### src/rtl/led_pattern_pkg.sv
// Shared types and helpers for the multi-channel LED pattern generator.
package led_pattern_pkg;

  // Internal storage width for period/duty fields; the top-level PW must not exceed it.
  localparam int unsigned LED_PW_MAX = 32;

  typedef enum logic [1:0] {
    LED_OFF   = 2'd0,
    LED_ON    = 2'd1,
    LED_BLINK = 2'd2,
    LED_BURST = 2'd3
  } led_mode_e;

  typedef struct packed {
    led_mode_e               mode;
    logic [LED_PW_MAX-1:0]   period;
    logic [LED_PW_MAX-1:0]   duty;
    logic [3:0]              burst;
  } led_cfg_t;

  localparam led_cfg_t LED_CFG_RESET = '{
    mode:   LED_OFF,
    period: {LED_PW_MAX{1'b0}},
    duty:   {LED_PW_MAX{1'b0}},
    burst:  4'd0
  };

  // Terminal count of the timebase prescaler (counts 0..terminal).
  function automatic int unsigned led_presc_tc(input int unsigned clk_hz,
                                               input int unsigned tick_hz);
    return (clk_hz / tick_hz) - 32'd1;
  endfunction

endpackage

### src/rtl/led_pattern_chan.sv
// One LED channel: shadow/active configuration, phase and burst counters,
// period-boundary apply logic and registered output decode.
module led_pattern_chan
  import led_pattern_pkg::*;
#(
  parameter int unsigned PW         = 16,
  parameter bit          ACTIVE_LOW = 1'b0
) (
  input  logic     clock,
  input  logic     reset,
  input  logic     tick,
  input  logic     wr_en,
  input  led_cfg_t wr_cfg,
  output logic     pending,
  output logic     led,
  output logic     wrap
);

  led_cfg_t        act_r;
  led_cfg_t        shd_r;
  led_cfg_t        act_nxt_s;
  led_cfg_t        shd_nxt_s;
  logic            pend_r;
  logic            pend_nxt_s;
  logic [PW-1:0]   phase_r;
  logic [PW-1:0]   phase_nxt_s;
  logic [3:0]      bcnt_r;
  logic [3:0]      bcnt_nxt_s;
  logic            led_r;
  logic            wrap_r;

  logic            per_zero_s;
  logic            at_end_s;
  logic            advance_s;
  logic            boundary_s;
  logic            static_mode_s;
  logic            apply_s;
  logic            nxt_per_zero_s;
  logic            on_phase_s;
  logic            led_nxt_s;

  // Counter advance, shadow capture and the decision of when pending data goes live
  always_comb begin
    act_nxt_s   = act_r;
    shd_nxt_s   = shd_r;
    pend_nxt_s  = pend_r;
    phase_nxt_s = phase_r;
    bcnt_nxt_s  = bcnt_r;

    per_zero_s = (act_r.period == {LED_PW_MAX{1'b0}});
    at_end_s   = (LED_PW_MAX'(phase_r) == (act_r.period - LED_PW_MAX'(1'b1)));
    advance_s  = tick && !per_zero_s;
    boundary_s = advance_s && at_end_s;

    case (act_r.mode)
      LED_OFF, LED_ON: static_mode_s = 1'b1;
      default:         static_mode_s = 1'b0;
    endcase

    // Steady modes take new data at once; patterned modes wait for a clean
    // period edge, or the next tick when the period is zero (no edge ever comes).
    if (!pend_r) begin
      apply_s = 1'b0;
    end else if (static_mode_s) begin
      apply_s = 1'b1;
    end else if (per_zero_s) begin
      apply_s = tick;
    end else begin
      apply_s = boundary_s;
    end

    if (apply_s) begin
      act_nxt_s   = shd_r;
      pend_nxt_s  = 1'b0;
      phase_nxt_s = {PW{1'b0}};
      bcnt_nxt_s  = 4'd0;
    end else if (advance_s) begin
      if (at_end_s) begin
        phase_nxt_s = {PW{1'b0}};
        if (bcnt_r == act_r.burst) begin
          bcnt_nxt_s = 4'd0;
        end else begin
          bcnt_nxt_s = bcnt_r + 4'd1;
        end
      end else begin
        phase_nxt_s = phase_r + PW'(1'b1);
      end
    end else begin
      phase_nxt_s = phase_r;
    end

    // The handshake only grants a write when nothing is pending, so capture
    // never collides with an apply.
    if (wr_en) begin
      shd_nxt_s  = wr_cfg;
      pend_nxt_s = 1'b1;
    end else begin
      shd_nxt_s  = shd_r;
    end
  end

  // Pattern decode from the post-update state so o_led follows o_tick by one clock
  always_comb begin
    led_nxt_s      = 1'b0;
    nxt_per_zero_s = (act_nxt_s.period == {LED_PW_MAX{1'b0}});
    on_phase_s     = (LED_PW_MAX'(phase_nxt_s) < act_nxt_s.duty);
    case (act_nxt_s.mode)
      LED_OFF:   led_nxt_s = 1'b0;
      LED_ON:    led_nxt_s = 1'b1;
      LED_BLINK: led_nxt_s = !nxt_per_zero_s && on_phase_s;
      LED_BURST: led_nxt_s = !nxt_per_zero_s && (bcnt_nxt_s != act_nxt_s.burst) && on_phase_s;
      default:   led_nxt_s = 1'b0;
    endcase
  end

  // Channel state and output registers
  always_ff @(posedge clock) begin
    if (reset) begin
      act_r   <= LED_CFG_RESET;
      shd_r   <= LED_CFG_RESET;
      pend_r  <= 1'b0;
      phase_r <= {PW{1'b0}};
      bcnt_r  <= 4'd0;
      led_r   <= ACTIVE_LOW;
      wrap_r  <= 1'b0;
    end else begin
      act_r   <= act_nxt_s;
      shd_r   <= shd_nxt_s;
      pend_r  <= pend_nxt_s;
      phase_r <= phase_nxt_s;
      bcnt_r  <= bcnt_nxt_s;
      led_r   <= led_nxt_s ^ ACTIVE_LOW;
      wrap_r  <= boundary_s;
    end
  end

  assign pending = pend_r;
  assign led     = led_r;
  assign wrap    = wrap_r;

endmodule

### src/rtl/led_pattern_gen.sv
// Multi-channel LED pattern generator: shared tick prescaler, config write
// port with per-channel back-pressure, and NUM_CH independent channels.
module led_pattern_gen
  import led_pattern_pkg::*;
#(
  parameter int unsigned CLK_HZ     = 12_000_000,
  parameter int unsigned TICK_HZ    = 1_000,
  parameter int unsigned NUM_CH     = 4,
  parameter int unsigned PW         = 16,
  parameter bit          ACTIVE_LOW = 1'b0,
  localparam int unsigned CW        = (NUM_CH > 1) ? $clog2(NUM_CH) : 1
) (
  input  logic              clock,
  input  logic              reset,
  input  logic              cfg_valid,
  output logic              cfg_ready,
  input  logic [CW-1:0]     cfg_chan,
  input  logic [1:0]        cfg_mode,
  input  logic [PW-1:0]     cfg_period,
  input  logic [PW-1:0]     cfg_duty,
  input  logic [3:0]        cfg_burst,
  output logic [NUM_CH-1:0] o_led,
  output logic [NUM_CH-1:0] o_wrap,
  output logic              o_tick
);

  localparam int unsigned    TC   = led_presc_tc(CLK_HZ, TICK_HZ);
  localparam int unsigned    PRW  = (TC > 0) ? $clog2(TC + 1) : 1;
  localparam logic [PRW-1:0] TC_W = PRW'(TC);

  logic [PRW-1:0]     presc_r;
  logic [PRW-1:0]     presc_nxt_s;
  logic               tick_r;
  logic [NUM_CH-1:0]  wr_en_s;
  logic [NUM_CH-1:0]  pend_s;
  logic [2**CW-1:0]   pend_pad_s;
  led_cfg_t           wr_cfg_s;

  // Prescaler next count: wraps after the terminal value
  always_comb begin
    if (presc_r == TC_W) begin
      presc_nxt_s = {PRW{1'b0}};
    end else begin
      presc_nxt_s = presc_r + PRW'(1'b1);
    end
  end

  // Prescaler register; the tick is registered so it is high exactly while the count sits at terminal
  always_ff @(posedge clock) begin
    if (reset) begin
      presc_r <= {PRW{1'b0}};
      tick_r  <= 1'b0;
    end else begin
      presc_r <= presc_nxt_s;
      tick_r  <= (presc_nxt_s == TC_W);
    end
  end

  // Ready is busy only for an in-range channel holding pending data; padding reads as idle
  always_comb begin
    pend_pad_s               = {(2**CW){1'b0}};
    pend_pad_s[NUM_CH-1:0]   = pend_s;
    cfg_ready                = ~pend_pad_s[cfg_chan];
  end

  // Write decode: out-of-range channels match no enable and are dropped
  always_comb begin
    wr_cfg_s.mode   = led_mode_e'(cfg_mode);
    wr_cfg_s.period = LED_PW_MAX'(cfg_period);
    wr_cfg_s.duty   = LED_PW_MAX'(cfg_duty);
    wr_cfg_s.burst  = cfg_burst;
    for (int i = 0; i < int'(NUM_CH); i++) begin
      wr_en_s[i] = cfg_valid && cfg_ready && (cfg_chan == CW'(i));
    end
  end

  for (genvar g = 0; g < int'(NUM_CH); g++) begin : g_chan
    led_pattern_chan #(
      .PW         (PW),
      .ACTIVE_LOW (ACTIVE_LOW)
    ) u_chan (
      .clock   (clock),
      .reset   (reset),
      .tick    (tick_r),
      .wr_en   (wr_en_s[g]),
      .wr_cfg  (wr_cfg_s),
      .pending (pend_s[g]),
      .led     (o_led[g]),
      .wrap    (o_wrap[g])
    );
  end

  assign o_tick = tick_r;

endmodule

### config.mk
export PLATFORM = sky130hd
export DESIGN_NAME = led_pattern_gen
export DESIGN_NICKNAME = d
export VERILOG_FILES = /design/src/rtl/led_pattern_pkg.sv /design/src/rtl/led_pattern_chan.sv /design/src/rtl/led_pattern_gen.sv
export SDC_FILE = /design/constraint.sdc
export NUM_CORES = 1
export LEC_CHECK = 0
export CAP_MARGIN = 20
export CORE_MARGIN = 3
export CORE_UTILIZATION = 25
export CTS_CLUSTER_SIZE = 8
export DETAILED_ROUTE_END_ITERATION = 7
export DONT_BUFFER_PORTS = 1
export GPL_ROUTABILITY_DRIVEN = 0
export PLACE_DENSITY = 0.4
export SLEW_MARGIN = 0
export SYNTH_ARGS = -nofsm -noshare
export SYNTH_HDL_FRONTEND = slang
export SYNTH_SLANG_ARGS = --single-unit
### constraint.sdc
create_clock -name clock -period 8.5 [get_ports clock]
set_input_delay 1.7 -clock clock [delete_from_list [all_inputs] [get_ports clock]]
set_output_delay 1.7 -clock clock [all_outputs]
set_load 0.05 [all_outputs]
Word level (Yosys, flattened, before mapping). Cells that the tools add are included.

Bits of input ports: 43. Bits in registers: 539.

Reduce and logical (&&, ||, !) cells: 58. $lt $le $gt $ge: 5. Bitwise logic cells: 1. Eq/ne operators: 33. Add/subtract/negate cells: 13. Multiplexer cells: 63.

Operator list (number): 70-bit two-way mux (4); 32-bit zero test (8); 16-bit two-way mux (12); 16-bit by 32-bit equality test with 1-bit output (4); 16-bit by 32-bit less-than comparator with 1-bit output (4); 32-bit by 1-bit subtractor with 32-bit output (second input constant) (4); 16-bit by 1-bit adder with 16-bit output (second input constant) (4); 4-bit two-way mux (16); 14-bit equality test (second input constant) (2); 1-bit logical AND (25); 1-bit two-way mux (25); 2-bit equality test (second input constant) (10); 2-bit by 1-bit equality test with 1-bit output (second input constant) (9); 2-bit zero test (9); 4-bit by 1-bit adder with 4-bit output (second input constant) (4); 4-bit equality test (4); 4-bit != test (4); 1-bit one-hot mux with 4 select lines (4); 14-bit by 1-bit adder with 14-bit output (second input constant) (1); 14-bit two-way mux (1); 1-bit zero test (8); 2-bit nonzero test (4); 2-bit OR reduction (4); 2-bit by 3-bit less-than comparator with 1-bit output (second input constant) (1); other kinds (2) (2).

Logic depth before layout (Yosys ltp).
Depth after elaboration: 13. Gate-level depth with buffers: 26. Gate-level depth less buffers: 24.

By module. From an unflattened synthesis, not the netlist that was laid out.

Cell total of the unflattened synthesis: 3553. Area, all modules: 31426.4 µm².

By module, submodules not included: led_pattern_chan (g_chan[1].u_chan ...) (times used 3, cells an instance 875, area each 7606.0 µm²); led_pattern_chan (g_chan[0].u_chan) (times used 1, cells an instance 832, area each 7777.5 µm²); led_pattern_gen (times used 1, cells an instance 96, area each 830.8 µm²).

Worst setup path after synthesis. No wires, ideal clock.

Kind: reg2reg. Start: register g_chan[2].u_chan.act_r[36] (netlist bit). End: register g_chan[2].u_chan.led_r. Path buffers: 3. Cell stages (with the launch flop): 24. Setup time: 60 ps. Data required time: 8440 ps. Path slack: 2986 ps. Arrival time: 5454 ps. Cell sequence: dfxtp_1 inv_1 ha_1 or4b_1 buf_2 nor4_1 xnor2_1 nand4_1 or4b_2 nor4_2 o311a_1 buf_2 buf_2 mux2i_1 ha_1 a21o_1 a21o_1 a21oi_1 o21ai_0 a21o_1 a2111oi_0 a31oi_1 o21ai_0 a32o_1.

Cells in the longest elaborated chain, start to end: 13. Elaborated cells on any way between the ends: 28.

RTL lines: start, declared (line led_pattern_chan.sv:19) `led_cfg_t act_r;`; start signal, assigned (line led_pattern_chan.sv:127) `act_r <= act_nxt_s;`; branches (longest 12 deep; another with 32-bit by 1-bit subtractor with 32-bit output); 1-bit one-hot mux with 4 select lines (*) (line led_pattern_chan.sv:107) `case (act_nxt_s.mode)`; end signal, assigned (line led_pattern_chan.sv:132) `led_r <= led_nxt_s ^ ACTIVE_LOW;`; end, declared (line led_pattern_chan.sv:29) `logic led_r;`.

Every way passes the cells marked *. A chain may end at the register's enable or synchronous reset.

Worst setup path after layout. Same ends and word-level chain as after synthesis.

==> results.md <==
| Quantity | Value |
|:---|:---|
| Final-report max-slew violation count | 0 |
| Setup violations, final | 0 |
| Worst slack after detailed placement | 1.79 ns |
| Clock transition at the registers of the reported paths | 0.05 ns |
| Number of buffers inserted by port buffering | 0 |
| Vertical die dimension | 324 um |
| Worst ir drop on vdd | 0.122 mV |
| Flip-flop cell with the highest count after synthesis | sky130_fd_sc_hd__dfxtp_1 |
| DIE WIDTH | 324 um |
| Pin count of the biggest net entering global routing | 385 |
| DR DRC count | 0 |
| Final Util | 28.7% |
| Worst endpoint required time | 9.05 ns |
| WS Path Type | reg2reg |
| Worst min path class | reg2reg |
| Count of flip-flops with a built-in enable after synthesis | 0 |
| Register Area | 10800 sq um |
| Vias/cell | 4.82 |
| Fin crit share | 77.8% |
| Met3 routed wirelength | 5090 um |
| Number of CTS-inserted buffers | 78 |
| Total number of nets in the final design | 3051 |
| Flops & latches, synth | 539 |
| Total nets after synthesis | 3109 |
| Wire length on met2 | 34300 um |
| Data arrival at the endpoint of the critical path | 7.16 ns |
| # hold bufs at CTS | 0 |
| Layout-stage area growth over the synthesis result | 13.0% |
| Top achievable clock speed | 151 MHz |
| Static Leakage | 11.2 nW |
| CP max FO | 25 |
| Number of hold violations in the final report | 0 |
| DPL Wire Length | 55300 um |
| Clock Latency Late Sink | 0.62 ns |
| Ports | 53 |
| Sequential-to-total area share from yosys stat | 42.8% |
| Starting density of the core | 25.4% |
| Post-synth ARST share | 0% |
| Final global-route overflow total | 0 |
| Clock root buffer | sky130_fd_sc_hd__clkbuf_16 |
| Overall routed net length | 79400 um |
| Number of unique standard cell types used by synthesis | 90 |
| Total number of clock tree sinks | 539 |
| Kind of launch point of the worst setup path | flop |
| Reported max-cap violation count | 0 |
| Time the worst path needs with I/O delays and setup | 6.61 ns |
| Share of post-route cells with drive strength above 1 | 5.33% |
| Synthesized cell area | 25200 sq um |
| Core Area | 99100 sq um |
| Number of vias in the routed layout | 20400 |
| Maximum clock skew at final layout | 0.0234 ns |
| Standard-cell rows | 115 |
| Post-Synthesis Cells | 2991 |
| Worst slew pin tran | 1.37 ns |
| Run status | finished clean |
| Number of detailed-route iterations in the first pass | 7 |
| Maximum number of buffers from clock root to sink | 3 |
| Post-route worst setup slack | 1.89 ns |
| Initial DRC Count | 1347 |
| Area of the multi-input gates | 13600 sq um |
| Count of H-tree levels built during CTS | 3 |
| Yosys warnings | 0 |
| TritonCTS clock tree | built |
| Count of cells resized by post-cts repair | 0 |
| Final total negative setup slack | 0 ns |
| Crit. End Element | flop |
| Headroom to the max-slew limit | 8.84% |
| Number of post-CTS setup repair buffers | 0 |
| Mean post-synth cell area | 8.43 sq um |
| Number of global-route vias before repair | 20000 |
| Die outline area | 105000 sq um |
| First-pass GRT wire length | 123000 um |
| Uppermost routed layer | met4 |
| Global-route usage over all layers | 15.1% |
| Post-detailed-route count of antenna-violating nets | 0 |
| Pwr/cell area | 195 nW/um^2 |
| Filler cells | 10600 |
| Routed WL per cell | 18.7 um |
| Routed length on met1 | 38200 um |
| RSZ-0062 raised after global routing | no |
| Number of antenna violations at the first check in global routing | 10 |
==> registers in the layout, indices dropped and copies added, names as in the netlist <==
signal                 flops
g_chan.u_chan.act_r      280
g_chan.u_chan.shd_r      152
g_chan.u_chan.phase_r     64
g_chan.u_chan.bcnt_r      16
presc_r                   14
g_chan.u_chan.led          4
g_chan.u_chan.pending      4
g_chan.u_chan.wrap         4
o_tick                     1
==> metal layers <==
layer | up-vias | track usage [%]
met3 | 104 | 3.84
met1 | 9630 | 20.7
met5 | - | 0
li1 | 10300 | -
met4 | 0 | 4.46
met2 | 365 | 23.2
==> area by class of cell <==
type / count / share of cell area [%]
Sequential cell: 539 / 37.9
Multi-Input combinational cell: 2246 / 47.8
Timing Repair Buffer: 28 / 0.742
Inverter: 40 / 0.527
Antenna cell: 3 / 0.0264
Tap cell: 1287 / 5.65
Clock buffer: 91 / 7.13
Clock inverter: 4 / 0.176
==> path summary, 6_finish.rpt <==
path / start / to / slack (ns) / depth (start not counted)
worst min-delay path: g_chan[2].u_chan.act_r[65] / g_chan[2].u_chan.act_r[65] / 0.45 / 1
worst max register to register: g_chan[2].u_chan.act_r[36] / g_chan[2].u_chan.led / 1.89 / 20
worst min register to register: g_chan[2].u_chan.act_r[65] / g_chan[2].u_chan.act_r[65] / 0.45 / 1
worst max-delay path: g_chan[2].u_chan.act_r[36] / g_chan[2].u_chan.led / 1.89 / 20
==> power by group <==
group          leakage [nW]  switching, mW  internal, mW
Combinational          5.87          0.110        0.0606
Sequential             4.35         0.0260          2.56
Clock                  1.02           1.14          1.66
==> worst max-delay path, cell delays in order, from the launching register on <==
cell and delay [ns]:
sky130_fd_sc_hd__dfxtp_1 0.34, sky130_fd_sc_hd__inv_1 0.09, sky130_fd_sc_hd__ha_1 0.22, sky130_fd_sc_hd__or4b_1 0.71, sky130_fd_sc_hd__nor4_1 0.32, sky130_fd_sc_hd__xnor2_1 0.17, sky130_fd_sc_hd__nand4_1 0.13, sky130_fd_sc_hd__or4b_2 0.72
sky130_fd_sc_hd__nor4_2 0.28, sky130_fd_sc_hd__buf_4 0.20, sky130_fd_sc_hd__o311a_2 0.60, sky130_fd_sc_hd__buf_4 0.41, sky130_fd_sc_hd__mux2i_1 0.30, sky130_fd_sc_hd__ha_1 0.29, sky130_fd_sc_hd__a21oi_1 0.12, sky130_fd_sc_hd__o21ai_0 0.09
sky130_fd_sc_hd__a21o_1 0.20, sky130_fd_sc_hd__a2111oi_0 0.59, sky130_fd_sc_hd__a31oi_1 0.15, sky130_fd_sc_hd__o21ai_0 0.35, sky130_fd_sc_hd__a32o_1 0.29
==> placed cells by master (no fill, tap or decap), drive strengths merged, types with 51 or more instances in the layout <==
master,n
dfxtp,539
nand2,456
nand3,58
ha,75
xnor2,94
o21ai,51
and3,91
nand4,53
nor3,113
mux2i,137
a21oi,232
clkbuf,92
and2,78
xor2,89
nor2,321
nor4,81
==> cells in the mapped netlist, types with 7 or more instances <==
master | number | area, sq um
sky130_fd_sc_hd__a211oi_1 | 12 | 90.1
sky130_fd_sc_hd__clkbuf_1 | 127 | 477
sky130_fd_sc_hd__a21oi_1 | 232 | 1160
sky130_fd_sc_hd__nor2_1 | 320 | 1200
sky130_fd_sc_hd__or4_1 | 20 | 150
sky130_fd_sc_hd__or2_2 | 7 | 43.8
sky130_fd_sc_hd__o21ai_0 | 49 | 245
sky130_fd_sc_hd__dfxtp_1 | 539 | 10800
sky130_fd_sc_hd__inv_1 | 38 | 143
sky130_fd_sc_hd__buf_2 | 14 | 70.1
sky130_fd_sc_hd__nor2b_1 | 16 | 100
sky130_fd_sc_hd__a31oi_1 | 13 | 81.3
sky130_fd_sc_hd__ha_1 | 75 | 938
sky130_fd_sc_hd__and3_1 | 91 | 569
sky130_fd_sc_hd__nand4_1 | 53 | 332
sky130_fd_sc_hd__xnor2_1 | 94 | 823
sky130_fd_sc_hd__or3_1 | 23 | 144
sky130_fd_sc_hd__nor4_1 | 76 | 475
sky130_fd_sc_hd__nand4b_1 | 18 | 158
sky130_fd_sc_hd__buf_1 | 14 | 52.6
sky130_fd_sc_hd__mux2i_1 | 137 | 1370
sky130_fd_sc_hd__buf_4 | 10 | 75.1
sky130_fd_sc_hd__nand2b_1 | 16 | 100
sky130_fd_sc_hd__nand3_1 | 58 | 290
sky130_fd_sc_hd__o211ai_1 | 15 | 113
sky130_fd_sc_hd__xor2_1 | 89 | 780
sky130_fd_sc_hd__nor3b_1 | 9 | 67.6
sky130_fd_sc_hd__o31ai_1 | 10 | 75.1
sky130_fd_sc_hd__a21o_1 | 21 | 158
sky130_fd_sc_hd__nor3_1 | 111 | 556
sky130_fd_sc_hd__nand3b_1 | 10 | 75.1
sky130_fd_sc_hd__and2_1 | 78 | 488
sky130_fd_sc_hd__nand2_1 | 456 | 1710
==> per-stage QoR <==
stage	std cells	instance area [sq um]	hold WS, ns	power (mW)
4_1_cts	4234	28500	0.457	5.66
3_3_place_gp	4138	26400	0.438	2.81
5_1_grt	4235	28500	0.464	5.78
2_1_floorplan	2991	25200	0.421	2.78
6_report	4238	28500	0.448	5.55
3_5_place_dp	4139	26400	0.438	2.81
==> logic make-up (layout without fill, tap and decap cells) <==
family / count (synthesis) / after routing / synth area share (%)
xor+xnor: 183 / 183 / 6.36
simple gates: 1404 / 1404 / 27.3
compound gates: 443 / 443 / 10.9
other cells: 0 / 3 / 0
fa+ha+maj: 76 / 76 / 3.76
buf+inv: 206 / 163 / 3.31
mux: 140 / 140 / 5.57
flops: 539 / 539 / 42.8
(Power assumes the default switching activity.)
